<file path="config.mk">
export PLATFORM = sky130hd
export DESIGN_NAME = io_queue_cnt_collector
export DESIGN_NICKNAME = d
export VERILOG_FILES = /design/src/rtl/io_cnt_pkg.sv /design/src/rtl/cnt_rec_fifo.sv /design/src/rtl/io_queue_cnt_collector.sv
export SDC_FILE = /design/constraint.sdc
export NUM_CORES = 2
export LEC_CHECK = 0
export ABC_AREA = 1
export CORE_ASPECT_RATIO = 0.9
export CORE_UTILIZATION = 27
export DETAILED_ROUTE_END_ITERATION = 16
export GPL_TIMING_DRIVEN = 0
export PLACE_DENSITY_LB_ADDON = 0.3
export SLEW_MARGIN = 20
export SYNTH_ARGS = -nofsm -noshare
export SYNTH_HDL_FRONTEND = slang
export SYNTH_SLANG_ARGS = --single-unit
</file>
<file path="constraint.sdc">
create_clock -name clk_user -period 11.6 [get_ports clk_user]
set_input_delay 2.32 -clock clk_user [delete_from_list [all_inputs] [get_ports clk_user]]
set_output_delay 2.32 -clock clk_user [all_outputs]
set_load 0.02 [all_outputs]
</file>
<file path="src/rtl/io_cnt_pkg.sv">
// Shared definitions for the I/O-queue counter dump collector.
// Latency: n/a (constants, types and elaboration-time helpers only).
// Backpressure: n/a.
package io_cnt_pkg;

    // Counter type codes carried in the 2-bit type field of each record
    localparam logic [1:0] CNT_STALL = 2'd0;
    localparam logic [1:0] CNT_READ  = 2'd1;
    localparam logic [1:0] CNT_EMPTY = 2'd2;
    localparam logic [1:0] CNT_FULL  = 2'd3;

    // Port numbering used by the leaves: inputs start at 2, outputs at 9, stall is port 0
    localparam int OUTPUT_PORT_MIN_NUM = 9;
    localparam int INPUT_PORT_BASE     = 2;

    typedef enum logic [0:0] {
        ST_IDLE = 1'b0,
        ST_RECV = 1'b1
    } coll_state_e;

    // Stored record is {leaf, port, type, val}
    function automatic int calc_rec_w(input int leaf_bits, input int port_bits,
                                      input int payload_bits);
        return leaf_bits + port_bits + 2 + payload_bits;
    endfunction

    // Input queues report read/empty/full, output queues report full/empty
    function automatic int calc_expected(input int in_ports, input int out_ports,
                                         input int stall_cnt);
        return in_ports * 3 + out_ports * 2 + stall_cnt;
    endfunction

endpackage

</file>
<file path="src/rtl/cnt_rec_fifo.sv">
// First-word-fall-through record buffer; head entry drives rd_dat combinationally.
// Latency: a word pushed at edge t is visible on rd_dat from t+1 when the buffer was empty.
// Backpressure: a push while full is accepted only if a pop happens in the same cycle.
//
// Ports: clk_user, reset_user_n (async active-low); push/wr_dat write side;
//        pop/rd_dat read side (rd_dat is 0 while empty); full, empty, level status.
module cnt_rec_fifo #(
    parameter int WIDTH = 8,
    parameter int DEPTH = 16
) (
    input  logic                   clk_user,
    input  logic                   reset_user_n,
    input  logic                   push,
    input  logic [WIDTH-1:0]       wr_dat,
    input  logic                   pop,
    output logic [WIDTH-1:0]       rd_dat,
    output logic                   full,
    output logic                   empty,
    output logic [$clog2(DEPTH):0] level
);
    localparam int AW = $clog2(DEPTH);

    logic [WIDTH-1:0] mem [DEPTH];
    logic [AW:0]      wr_ptr;
    logic [AW:0]      rd_ptr;
    logic             do_push;
    logic             do_pop;

    assign do_pop  = pop && !empty;
    assign do_push = push && (!full || do_pop);

    // Pointers carry one wrap bit so full and empty are distinguishable
    always_ff @(posedge clk_user or negedge reset_user_n) begin
        if (!reset_user_n) begin
            wr_ptr <= '0;
            rd_ptr <= '0;
        end else begin
            if (do_push) wr_ptr <= wr_ptr + 1'b1;
            if (do_pop)  rd_ptr <= rd_ptr + 1'b1;
        end
    end

    // Storage needs no reset: rd_dat is masked while empty
    always_ff @(posedge clk_user) begin
        if (do_push) mem[wr_ptr[AW-1:0]] <= wr_dat;
    end

    assign level  = wr_ptr - rd_ptr;
    assign empty  = (wr_ptr == rd_ptr);
    assign full   = (wr_ptr[AW] != rd_ptr[AW]) && (wr_ptr[AW-1:0] == rd_ptr[AW-1:0]);
    assign rd_dat = empty ? '0 : mem[rd_ptr[AW-1:0]];

endmodule

</file>
<file path="src/rtl/io_queue_cnt_collector.sv">
// Captures per-leaf counter dump streams as frames, buffers records for host readout.
// Latency: record visible on rd_* one cycle after capture; frame_done one cycle after last record.
// Backpressure: none toward the leaf; records arriving while the buffer is full are dropped and counted.
//
// Ports: clk_user, reset_user_n (async active-low); cnt_* record input stream;
//        rd_valid/rd_ready/rd_* FWFT host read port, fifo_level occupancy;
//        frame_done/frame_err/frame_leaf/frame_rec_cnt last-frame report; drop_cnt total drops.
module io_queue_cnt_collector
    import io_cnt_pkg::*;
#(
    parameter int NUM_LEAF_BITS = 6,
    parameter int NUM_PORT_BITS = 4,
    parameter int PAYLOAD_BITS  = 32,
    parameter int NUM_IN_PORTS  = 7,
    parameter int NUM_OUT_PORTS = 7,
    parameter int STALL_CNT     = 0,
    parameter int FIFO_DEPTH    = 64
) (
    input  logic                         clk_user,
    input  logic                         reset_user_n,
    input  logic                         cnt_valid,
    input  logic [NUM_LEAF_BITS-1:0]     cnt_leaf,
    input  logic [NUM_PORT_BITS-1:0]     cnt_port,
    input  logic [1:0]                   cnt_type,
    input  logic [PAYLOAD_BITS-1:0]      cnt_val,
    output logic                         rd_valid,
    input  logic                         rd_ready,
    output logic [NUM_LEAF_BITS-1:0]     rd_leaf,
    output logic [NUM_PORT_BITS-1:0]     rd_port,
    output logic [1:0]                   rd_type,
    output logic [PAYLOAD_BITS-1:0]      rd_val,
    output logic [$clog2(FIFO_DEPTH):0]  fifo_level,
    output logic                         frame_done,
    output logic                         frame_err,
    output logic [NUM_LEAF_BITS-1:0]     frame_leaf,
    output logic [7:0]                   frame_rec_cnt,
    output logic [15:0]                  drop_cnt
);
    localparam int REC_W    = calc_rec_w(NUM_LEAF_BITS, NUM_PORT_BITS, PAYLOAD_BITS);
    localparam int EXPECTED = calc_expected(NUM_IN_PORTS, NUM_OUT_PORTS, STALL_CNT);

    coll_state_e              state;
    coll_state_e              state_nxt;
    logic [7:0]               rec_cnt;
    logic [NUM_LEAF_BITS-1:0] leaf_cap;
    logic                     mismatch;
    logic                     drop_seen;

    logic                     fifo_full;
    logic                     fifo_empty;
    logic                     push;
    logic                     pop;
    logic                     drop;
    logic [REC_W-1:0]         wr_dat;
    logic [REC_W-1:0]         rd_dat;

    // A pop frees a slot in the same cycle, so a full buffer still accepts a record then
    assign pop    = rd_valid && rd_ready;
    assign push   = cnt_valid && (!fifo_full || pop);
    assign drop   = cnt_valid && fifo_full && !pop;
    assign wr_dat = {cnt_leaf, cnt_port, cnt_type, cnt_val};

    cnt_rec_fifo #(
        .WIDTH (REC_W),
        .DEPTH (FIFO_DEPTH)
    ) u_fifo (
        .clk_user     (clk_user),
        .reset_user_n (reset_user_n),
        .push         (push),
        .wr_dat       (wr_dat),
        .pop          (pop),
        .rd_dat       (rd_dat),
        .full         (fifo_full),
        .empty        (fifo_empty),
        .level        (fifo_level)
    );

    assign rd_valid = !fifo_empty;
    assign {rd_leaf, rd_port, rd_type, rd_val} = rd_dat;

    always_ff @(posedge clk_user or negedge reset_user_n) begin
        if (!reset_user_n) state <= ST_IDLE;
        else               state <= state_nxt;
    end

    // A contiguous high run of cnt_valid is one frame
    always_comb begin
        state_nxt = state;
        case (state)
            ST_IDLE: if (cnt_valid)  state_nxt = ST_RECV;
            ST_RECV: if (!cnt_valid) state_nxt = ST_IDLE;
            default: state_nxt = ST_IDLE;
        endcase
    end

    always_ff @(posedge clk_user or negedge reset_user_n) begin
        if (!reset_user_n) begin
            rec_cnt       <= '0;
            leaf_cap      <= '0;
            mismatch      <= 1'b0;
            drop_seen     <= 1'b0;
            frame_done    <= 1'b0;
            frame_err     <= 1'b0;
            frame_leaf    <= '0;
            frame_rec_cnt <= '0;
            drop_cnt      <= '0;
        end else begin
            frame_done <= 1'b0;
            if (drop && (drop_cnt != 16'hFFFF)) drop_cnt <= drop_cnt + 16'd1;
            case (state)
                ST_IDLE: begin
                    if (cnt_valid) begin
                        rec_cnt   <= 8'd1;
                        leaf_cap  <= cnt_leaf;
                        mismatch  <= 1'b0;
                        drop_seen <= drop;
                    end
                end
                ST_RECV: begin
                    if (cnt_valid) begin
                        if (rec_cnt != 8'hFF) rec_cnt <= rec_cnt + 8'd1;
                        if (cnt_leaf != leaf_cap) mismatch <= 1'b1;
                        if (drop) drop_seen <= 1'b1;
                    end else begin
                        frame_done    <= 1'b1;
                        frame_leaf    <= leaf_cap;
                        frame_rec_cnt <= rec_cnt;
                        frame_err     <= (32'(rec_cnt) != EXPECTED) || mismatch || drop_seen;
                    end
                end
                default: ;
            endcase
        end
    end

endmodule
</file>
==> results.sh <==
export IMPL_grt_usage=0.197
export IMPL_synth_edf_count=2816
export IMPL_detail_route_vias_per_cell=4.67
export IMPL_vias=87000
export IMPL_dpl_cell_area_mm2=0.136
export IMPL_clock_fmax_ghz=0.106
export IMPL_grt_pass1_vias=78800
export IMPL_root_buffer="clkbuf_16"
export IMPL_finalSetupViolations=0
export IMPL_wl_mm=466
export IMPL_syn_cell_area_mm2=0.122
export IMPL_rsz0062_at_grt="false"
export IMPL_drtIter0Drc=12300
export IMPL_finalInstanceArea_mm2=0.146
export IMPL_fin_skew_ns=0.0840
export IMPL_clk_latency_ns=0.98
export IMPL_ctsHoldBuffers=0
export IMPL_synth_top_flop_cell="edfxtp_1"
export IMPL_dr_pass1_iters=7
export IMPL_design_core_area_mm2=0.451
export IMPL_grt_pass1_wl_mm=632
export IMPL_cap_violations=0
export IMPL_fp_dieW_um=711
export IMPL_numClockSinks=2879
export IMPL_finalSetupTns_ns=0
export IMPL_hpwl_mm=333
export IMPL_ys_warn_count=0
export IMPL_cts_tree="built"
export IMPL_drc=0
export IMPL_die_area_mm2=0.456
export IMPL_routedWlPerCell_um=25.0
export IMPL_crit_path_max_fanout=10
export IMPL_synth_seq_area_share=0.704
export IMPL_htreeDepth=5
export IMPL_cts_buffer_depth=4
export IMPL_worstSetupPathType="register to output pin"
export IMPL_slew_violations=0
export IMPL_worstPathRequired_ns=9.28
export IMPL_synth_distinct_cells=35
export IMPL_io_pins=132
export IMPL_async_flop_share=0.0219
export IMPL_grt_remaining_overflow=0
export IMPL_hp_class="register to register"
export IMPL_synth_cells=11700
export IMPL_finalPower_w=0.0375
export IMPL_drive_gt1_frac=0.0868
export IMPL_antenna_found_initial=55
export IMPL_start_util=0.271
export IMPL_synth_avg_cell_area_um2=10.5
export IMPL_post_cts_setup_buffers=0
export IMPL_cts_resized=0
export IMPL_layout_nets=12400
export IMPL_gp_congestion=0.994
export IMPL_synth_nets=11700
export IMPL_relSlewSlack=0.102
export IMPL_finalHoldViolations=0
export IMPL_leakagePower_nw=58.1
export IMPL_cts_buffers=307
export IMPL_period_minus_slack_ns=9.45
export IMPL_ys_ff_latch=2879
export IMPL_clkTransAtPathRegs_ns=0.06
export IMPL_finalCritPeriodShare=0.815
export IMPL_tightestPinTransition_ns=1.35
export IMPL_status="finished clean"
export IMPL_port_buffers=131
export IMPL_fp_dieH_um=641
export IMPL_ant_nets=0
export IMPL_crit_arrival_ns=7.13
export IMPL_pwr_density_cell_mw_per_mm2=257
export IMPL_area_growth_pct=19.3
export IMPL_grt_max_degree=61
export IMPL_cp_start_kind="register"
export IMPL_rows=234
export IMPL_peakVddDrop_uv=161
export IMPL_cp_end_kind="output pin"
==> logic make-up (layout without fill, tap and decap cells) <==
family	count (synthesis)	count (layout)	share of synthesized area
multiplexers	1	1	0.0000921
flip-flops	2879	2879	0.704
buffers and inverters	1978	2863	0.0650
adder cells (fa/ha/maj)	11	11	0.00119
AND/OR/NAND/NOR	6378	6378	0.210
XOR/XNOR	35	35	0.00251
other	0	26	0
AO/OA/AOI/OAI	407	407	0.0170
==> cells in the final DEF, fill, tap and decap left out, drive strengths merged, types with 4 or more instances in the layout <==
| cell type | instances |
|---|---|
| xor2 | 27 |
| buf | 634 |
| nor3 | 18 |
| nand4 | 12 |
| o21ai | 289 |
| clkdlybuf4s50 | 86 |
| clkbuf | 597 |
| edfxtp | 2816 |
| nor2 | 767 |
| bufinv | 25 |
| a21oi | 100 |
| clkinv | 128 |
| nand2 | 4280 |
| clkinvlp | 4 |
| xnor2 | 8 |
| or2 | 28 |
| o211ai | 16 |
| diode | 26 |
| and3 | 8 |
| ha | 10 |
| inv | 1389 |
| dfrtp | 63 |
| nand3 | 1258 |
==> layer usage <==
| metal | share of wire | GRT usage | vias to the layer above |
|---|---|---|---|
| met2 | 0.42 | 0.293 | 4241 |
| met5 | 0.00081 | 0 | - |
| met1 | 0.43 | 0.279 | 42600 |
| met4 | 0.052 | 0.0891 | 14 |
| met3 | 0.098 | 0.0378 | 710 |
| li1 | - | - | 39500 |
==> cell type report <==
cell class | count | area, µm²
diodes | 26 | 65.1
well taps | 6018 | 7530
flip-flops and latches | 2879 | 86100
fillers | 45600 | 305000
clock inverters | 164 | 1660
multi-input cells | 6832 | 28700
clock buffers | 384 | 8080
repair buffers | 337 | 5690
inverters | 1382 | 5190
plain buffers | 596 | 2790
==> worst max-delay path, cell delays in order, from the launching register on <==
cell	delay, ns
dfrtp_1	0.48
inv_1	0.11
clkbuf_1	0.87
buf_1	1.02
ha_1	0.41
nand2_1	0.08
nor2_1	0.04
nand2_1	0.05
inv_1	0.07
nand2_1	0.25
clkinv_1	0.61
clkbuf_1	0.48
a21oi_1	0.97
clkdlybuf4s50_1	0.77
==> metrics by stage <==
step	hold slack, ns	setup WS [ns]	util	instances
detailed placement	0.466	3.28	0.301	18000
global placement	0.469	-1.38	0.291	17800
global route	0.496	2.23	0.323	18600
floorplan	0.454	5.48	-	11700
finish	0.484	2.15	0.323	18600
CTS	0.485	2.30	0.323	18600
==> sequential cells by signal, indices dropped and copies added, names as in the netlist <==
register,count
u_fifo.wr_ptr,7
state,1
mismatch,1
rec_cnt,8
leaf_cap,6
frame_err,1
drop_cnt,16
frame_done,1
u_fifo.mem,2816
frame_rec_cnt,8
u_fifo.rd_ptr,7
drop_seen,1
frame_leaf,6
==> path summary, 6_finish.rpt <==
kind / startpoint / endpoint / slack [ns] / depth (start not counted)
worst max register to register: u_fifo.rd_ptr[4] / u_fifo.mem[25][34] / 4.58 / 15
min in group asynchronous: reset_user_n / frame_leaf[4] / 1.32 / 1
worst max-delay path: u_fifo.rd_ptr[4] / rd_leaf[2] / 2.15 / 13
max in group asynchronous: reset_user_n / u_fifo.rd_ptr[4] / 9.69 / 2
worst min register to register: frame_leaf[1] / frame_leaf[1] / 0.48 / 2
worst min-delay path: frame_leaf[1] / frame_leaf[1] / 0.48 / 2
==> synth_stat cells (27+ instances only) <==
library cell  count  area (µm²)
nand2_1        4280       16100
edfxtp_1       2816       84600
inv_1          1371        5150
nand3_1        1258        6300
nor2_1          765        2870
o21ai_0         262        1310
buf_2           254        1270
clkbuf_1        211         792
a21oi_1         100         500
buf_1            86         323
dfrtp_1          63        1580
buf_4            34         255
or2_2            28         175
o21ai_1          27         135
xor2_1           27         236
==> report_power, final <==
group	internal, W	total [W]	switching (W)	leakage, nW
logic	0.00373	0.0158	0.0120	27.2
clock network	0.00553	0.00985	0.00432	4.75
registers	0.0118	0.0119	0.000111	26.1
total	0.0211	0.0375	0.0165	58.1
(Power assumes the default switching activity.)
